### config.mk
export PLATFORM = sky130hd
export DESIGN_NAME = sel_sequencer
export DESIGN_NICKNAME = d
export VERILOG_FILES = /design/src/rtl/sel_sequencer.sv
export SDC_FILE = /design/constraint.sdc
export NUM_CORES = 1
export LEC_CHECK = 0
export CAP_MARGIN = 0
export CELL_PAD_IN_SITES_DETAIL_PLACEMENT = 1
export CELL_PAD_IN_SITES_GLOBAL_PLACEMENT = 1
export CORE_MARGIN = 2
export CORE_UTILIZATION = 44
export DETAILED_ROUTE_END_ITERATION = 6
export GPL_TIMING_DRIVEN = 0
export PLACE_DENSITY = 0.86
export SKIP_CTS_REPAIR_TIMING = 1
export SYNTH_ARGS = -nofsm -noshare
export SYNTH_HDL_FRONTEND = slang
export SYNTH_SLANG_ARGS = --single-unit
### constraint.sdc
create_clock -name clk -period 2.2 [get_ports clk]
set_clock_uncertainty 0.1 [all_clocks]
set_input_delay 0.44 -clock clk [delete_from_list [all_inputs] [get_ports clk]]
set_output_delay 0.44 -clock clk [all_outputs]
set_load 0.1 [all_outputs]
### src/rtl/sel_sequencer.sv
// sel_sequencer: prescaled/stepped select-code generator for a NUM_SEL-input mux.
// Define SEL_SEQ_REVERSE_EN to honour dir (down-count); otherwise it always counts up.
module sel_sequencer #(
  parameter int TICK_DIV = 50000000,
  parameter int NUM_SEL  = 5
) (
  input  logic       clk,
  input  logic       reset,
  input  logic       en,
  input  logic       step,
  input  logic       dir,
  input  logic       load,
  input  logic [2:0] load_val,
  output logic [2:0] s,
  output logic       tick,
  output logic       wrap
);
  localparam int CW = TICK_DIV > 1 ? $clog2(TICK_DIV) : 1;
  localparam logic [2:0] LAST = 3'(NUM_SEL - 1);
  localparam logic [CW-1:0] CMAX = CW'(TICK_DIV - 1);
  logic [CW-1:0] r_cnt;
  logic [2:0]    r_s;
  logic          r_tick, r_wrap;
  logic          w_end, w_adv, w_wrap;
  logic [2:0]    w_next;
  assign w_end = en & (r_cnt == CMAX);
  assign w_adv = en ? w_end : step;
`ifdef SEL_SEQ_REVERSE_EN
  assign w_wrap = dir ? (r_s == 3'd0) : (r_s == LAST);
  assign w_next = w_wrap ? (dir ? LAST : 3'd0) : (dir ? r_s - 3'd1 : r_s + 3'd1);
`else
  logic w_unused_dir;
  assign w_unused_dir = dir;
  assign w_wrap = r_s == LAST;
  assign w_next = w_wrap ? 3'd0 : r_s + 3'd1;
`endif
  always_ff @(posedge clk or posedge reset) begin
    if (reset) begin
      r_cnt  <= '0;
      r_s    <= 3'd0;
      r_tick <= 1'b0;
      r_wrap <= 1'b0;
    end else if (load) begin
      r_cnt  <= '0;
      r_s    <= (load_val <= LAST) ? load_val : 3'd0;
      r_tick <= 1'b0;
      r_wrap <= 1'b0;
    end else begin
      r_tick <= w_adv;
      r_wrap <= w_adv & w_wrap;
      if (w_adv) r_s <= w_next;
      if (en) r_cnt <= w_end ? '0 : r_cnt + CW'(1);
    end
  end
  assign s    = r_s;
  assign tick = r_tick;
  assign wrap = r_wrap;
endmodule

Word level (Yosys, flattened, before mapping) --
Cells that the tools add are included.
Operators by class: reduce and logical (&&, ||, !) cells 2, shift-type cells 0, div/mod/pow operators 0, $lt $le $gt $ge 1, $mul 0, eq/ne operators 2, muxes and demuxes 10, bitwise operators 2, add/sub/neg operators 2
Operators with widths (count):
- $mux 26 | 3
- $add 26x1->26 const B | 1
- $eq 26x26->1 const B | 1
- $mux 3 | 4
- $reduce_bool 2->1 | 2
- $add 3x1->3 const B | 1
- $eq 3x3->1 const B | 1
- $le 3x3->1 const B | 1
- $mux 1 | 3
- $and 1x1->1 | 2
Word-level totals: memories 0, logic and storage cells 23, flip-flop bits (word level) 31, bits in read-only memories 0, latch bits 0, bits of input ports 9, RAM bits 0

Depth between registers and ports, before layout --
depth after elaboration 5, mapped depth 6, mapped depth without buffers 6

Worst setup path after synthesis --
No wires, ideal clock.
path kind register to register, start point register r_s[0] (netlist: s[0]), end point register r_s[2] (netlist: s[2]), data required time 1968 ps, stages on the path, launching flop included 6, arrival 1703 ps, setup time 132 ps, clock period less this slack 1935 ps, slack 265 ps, buffers on the path 0, cell sequence dfrtp_1 -> ha_1 -> nor2_1 -> mux2_2 -> mux2i_1 -> o21ai_1
Between the ends: longest elaborated chain between the ends 4, elaborated cells on any way between the ends 5
Ends and longest elaborated chain:
- from (decl) | RTL line 22 | logic [2:0] r_s;
- from (signal assigned) | RTL line 45 | r_s <= (load_val <= LAST) ? load_val : 3'd0;
- from (signal assigned) | RTL line 51 | if (w_adv) r_s <= w_next;
- $add 3x1->3 / $eq 3x3->1 (equally long branches) | RTL line 35, 34
- $mux 3 (*) | RTL line 35 | assign w_next = w_wrap ? 3'd0 : r_s + 3'd1;
- $mux 3 (*) | RTL line 51
- $mux 3 (*) | RTL line 43 | end else if (load) begin
Mark *: on every way between the ends. The rest lies on a longest branch, timed or not. The select of a mux whose other input is x is not followed. A chain may end at the register's enable or synchronous reset.

Final worst setup path --
start point register r_s[2] (netlist: s[2]), end point output s[2]
RTL lines:
- to (decl) | RTL line 14 | output logic [2:0] s,
No word-level cell between the ends.

==> results.py <==
metrics = {
    "hold_path": {
        "hold_class": "in -> async",
    },
    "die": {
        "io_pins": 14,
        "die_w_microns": 65.5,
        "initial_core_util_pct": 45.8,
        "fp-row-count": 22,
        "die_h_microns": 65.5,
        "core-area_sq_mm": 0.00363,
        "die-area_sq_mm": 0.00429,
    },
    "grt": {
        "grtUsageTotal_pct": 20.7,
        "grt_pass1_vias": 1350,
        "antenna_found_initial": 0,
        "grt_max_degree": 32,
        "grt_pass1_wl_mm": 6.40,
        "grt_remaining_overflow": 0,
    },
    "cts": {
        "clk_latency_ns": 0.29,
        "clock-sinks": 31,
        "clk_path_buf_depth": 2,
        "htree_levels": 2,
        "cts.clk_slew.worst_paths_ns": 0.06,
        "cts_made_buffers": 5,
        "cts-root-buf": "clkbuf_8",
        "tritoncts": "yes",
    },
    "timing": {
        "period_share_pct": 93.1,
        "fin_crit_ns": 2.05,
        "hold_violations": 0,
        "worst_pin_slew_ns": 0.975,
        "rsz0062_at_grt": "false",
        "slew_headroom_pct": 34.9,
        "finalSetupViolCount": 0,
        "fmax_mhz": 488,
        "drv_slew": 0,
    },
    "finish": {
        "syn_to_final_growth_pct": 16.1,
        "seqCellArea_sq_um": 776,
        "antenna_cells": 0,
        "drive_gt1_share_pct": 10.0,
        "multi_input_area_sq_um": 837,
        "final_nets": 203,
        "final_cells": 238,
        "nFillCells": 436,
        "postLayoutCellArea_sq_mm": 0.00193,
    },
    "place": {
        "port-buffer-count": 10,
        "gp_congestion": 0.792,
        "place_hpwl_mm": 2.80,
        "dp_cells": 231,
        "dpl-instance-area_sq_mm": 0.00182,
    },
    "logic_synthesis": {
        "syn_area_per_cell_sq_um": 9.61,
        "yosysUniqueCellTypes": 40,
        "syn_area_sq_mm": 0.00166,
        "ys_seq_elements": 31,
        "yosysWarnings": 0,
        "seq_area_frac_synth_pct": 46.7,
        "syn_inst": 173,
        "synth_nets": 185,
    },
    "run_status": {
        "status": "completed",
    },
    "setup_path": {
        "cp_top_family": "buffers and inverters",
        "cp_num_buf_inv": 1,
        "startpoint_type": "register",
        "critical-path-max-stage-delay_ns": 0.78,
        "cp-end-kind": "output port",
        "crit_arrival_ns": 1.51,
        "crit_type": "reg -> out",
        "slowest_stage": "dlymetal6s2s_1",
        "path_cells": "dlymetal6s2s_1",
        "r2r_slack_ns": 0.17,
        "crit_required_ns": 1.66,
        "cp_max_fo": 5,
    },
    "route": {
        "firstDrtPassIters": 4,
        "wl_mm": 3.99,
        "vias": 1302,
        "drc": 0,
        "viasPerCell": 5.47,
        "wire_per_inst_microns": 16.8,
        "final_antenna_net_count": 0,
        "drt_iter0_drc": 67,
    },
    "pwr": {
        "p_sw_uw": 325,
        "p_leak_nw": 0.929,
        "pwr-share-seq_pct": 50.9,
        "swShare_pct": 27.9,
        "p_int_uw": 841,
        "ir_drop_v": 0.000384,
        "cellPowerDensity_mw_per_mm2": 604,
        "combPwrFrac_pct": 13.9,
        "clockPowerShare_pct": 35.2,
    },
    "job": {
        "maxCapViolations": 0,
    },
}
-- cells in the final DEF (no fill, tap or decap), types with 5 or more instances in the layout --
cell type	n
nand3_1	7
nand4_1	11
a21oi_1	5
clkdlybuf4s50_1	5
dlymetal6s2s_1	5
nand2_1	16
nor2_1	27
clkbuf_8	5
dfrtp_1	31
inv_1	5
xor2_1	18
-- metrics by stage --
step | util (%) | total power [mW] | TNS (ns) | setup WS, ns | hold slack, ns
after floorplan | - | 0.714 | 0 | 0.265 | 0.398
after global placement | 50.2 | 0.752 | 0 | 0.109 | 0.419
after detailed placement | 50.2 | 0.761 | 0 | 0.0940 | 0.431
after CTS | 52.2 | 1.18 | -0.826 | -0.220 | 0.350
after global routing | 53.1 | 1.22 | 0 | 0.0461 | 0.265
final | 53.1 | 1.17 | 0 | 0.151 | 0.266
-- cells by family (layout without fill, tap and decap cells) --
group / count (synthesis) / count (layout) / synth area share [%]
and+or+nand+nor: 88 / 88 / 29.0
DFF: 31 / 31 / 46.7
xor gates and xnor gates: 21 / 21 / 11.1
AOI/OAI and AO/OA: 15 / 15 / 6.02
buffers and inverters: 12 / 29 / 3.16
adders and majority gates: 3 / 3 / 2.26
muxes: 3 / 3 / 1.88
-- state kept, by name (all words and copies together), names as in the netlist --
name and cells:
tick 1, s 3, wrap 1, r_cnt 26
-- final timing paths --
check,startpoint,to,depth (start not counted)
max reg2reg,r_cnt[0]$_DFFE_PP0P_,s[1]$_DFFE_PP0P_,6
max in group asynchronous,reset,r_cnt[6]$_DFFE_PP0P_,3
min,reset,r_cnt[0]$_DFFE_PP0P_,2
max,s[2]$_DFFE_PP0P_,s[2],1
min in group clk,load,tick$_DFF_PP0_,2
min reg2reg,r_cnt[25]$_DFFE_PP0P_,r_cnt[25]$_DFFE_PP0P_,2
-- metal layers --
layer	part of all wire, %	vias to the layer above	wire, microns	track usage [%]
met3	3.0	6	119	7.36
met5	0	-	0	0
met1	44	652	1740	24.0
met2	52	15	2060	34.7
met4	1.6	0	65	8.85
li1	-	629	-	-
-- synthesized netlist by cell type --
| library cell | n | share of area, % |
|---|---|---|
| nand3_1 | 7 | 2.1 |
| buf_2 | 3 | 0.90 |
| xnor2_1 | 3 | 1.6 |
| nor4_4 | 2 | 2.6 |
| dfrtp_1 | 31 | 47 |
| o21ai_1 | 2 | 0.60 |
| nor3_2 | 1 | 0.60 |
| a22oi_1 | 1 | 0.45 |
| o211ai_2 | 1 | 0.75 |
| o31a_1 | 1 | 0.53 |
| inv_1 | 6 | 1.4 |
| nor4bb_1 | 1 | 0.60 |
| nor4_1 | 1 | 0.38 |
| and3_1 | 4 | 1.5 |
| and4b_1 | 1 | 0.60 |
| nand4b_1 | 1 | 0.53 |
| nor2_2 | 1 | 0.38 |
| and2_1 | 2 | 0.75 |
| nand3b_1 | 2 | 0.90 |
| mux2_2 | 1 | 0.68 |
| nor3_1 | 2 | 0.60 |
| nor2b_1 | 3 | 1.1 |
| or2_2 | 1 | 0.38 |
| a31o_2 | 1 | 0.53 |
| clkbuf_1 | 2 | 0.45 |
| buf_4 | 1 | 0.45 |
| or4b_1 | 1 | 0.60 |
| o221ai_1 | 1 | 0.53 |
| nand2_1 | 16 | 3.6 |
| ha_1 | 3 | 2.3 |
| o21ai_0 | 1 | 0.30 |
| a31oi_1 | 1 | 0.38 |
| o21bai_1 | 1 | 0.45 |
| nand4_1 | 11 | 4.1 |
| mux2i_1 | 2 | 1.2 |
| nor2_1 | 28 | 6.3 |
| nand2b_1 | 2 | 0.75 |
| a21oi_1 | 5 | 1.5 |
| and4_1 | 1 | 0.53 |
| xor2_1 | 18 | 9.5 |
-- cell type report --
type / count / area share (%)
multi-input combinational: 130 / 43.4
sequential: 31 / 40.2
timing repair buffer: 11 / 6.87
clock buffer: 6 / 3.76
tap: 48 / 3.11
buffer: 6 / 1.56
inverter: 6 / 1.17
-- power by group through the flow --
| stage | registers (mW) | clock network [mW] | logic [mW] |
|---|---|---|---|
| floorplan | 0.656 | 0 | 0.0582 |
| global placement | 0.601 | 0 | 0.151 |
| detailed placement | 0.603 | 0 | 0.158 |
| CTS | 0.593 | 0.426 | 0.159 |
| global route | 0.595 | 0.447 | 0.175 |
| finish | 0.593 | 0.410 | 0.162 |
Power figures use the tool's default switching activity.
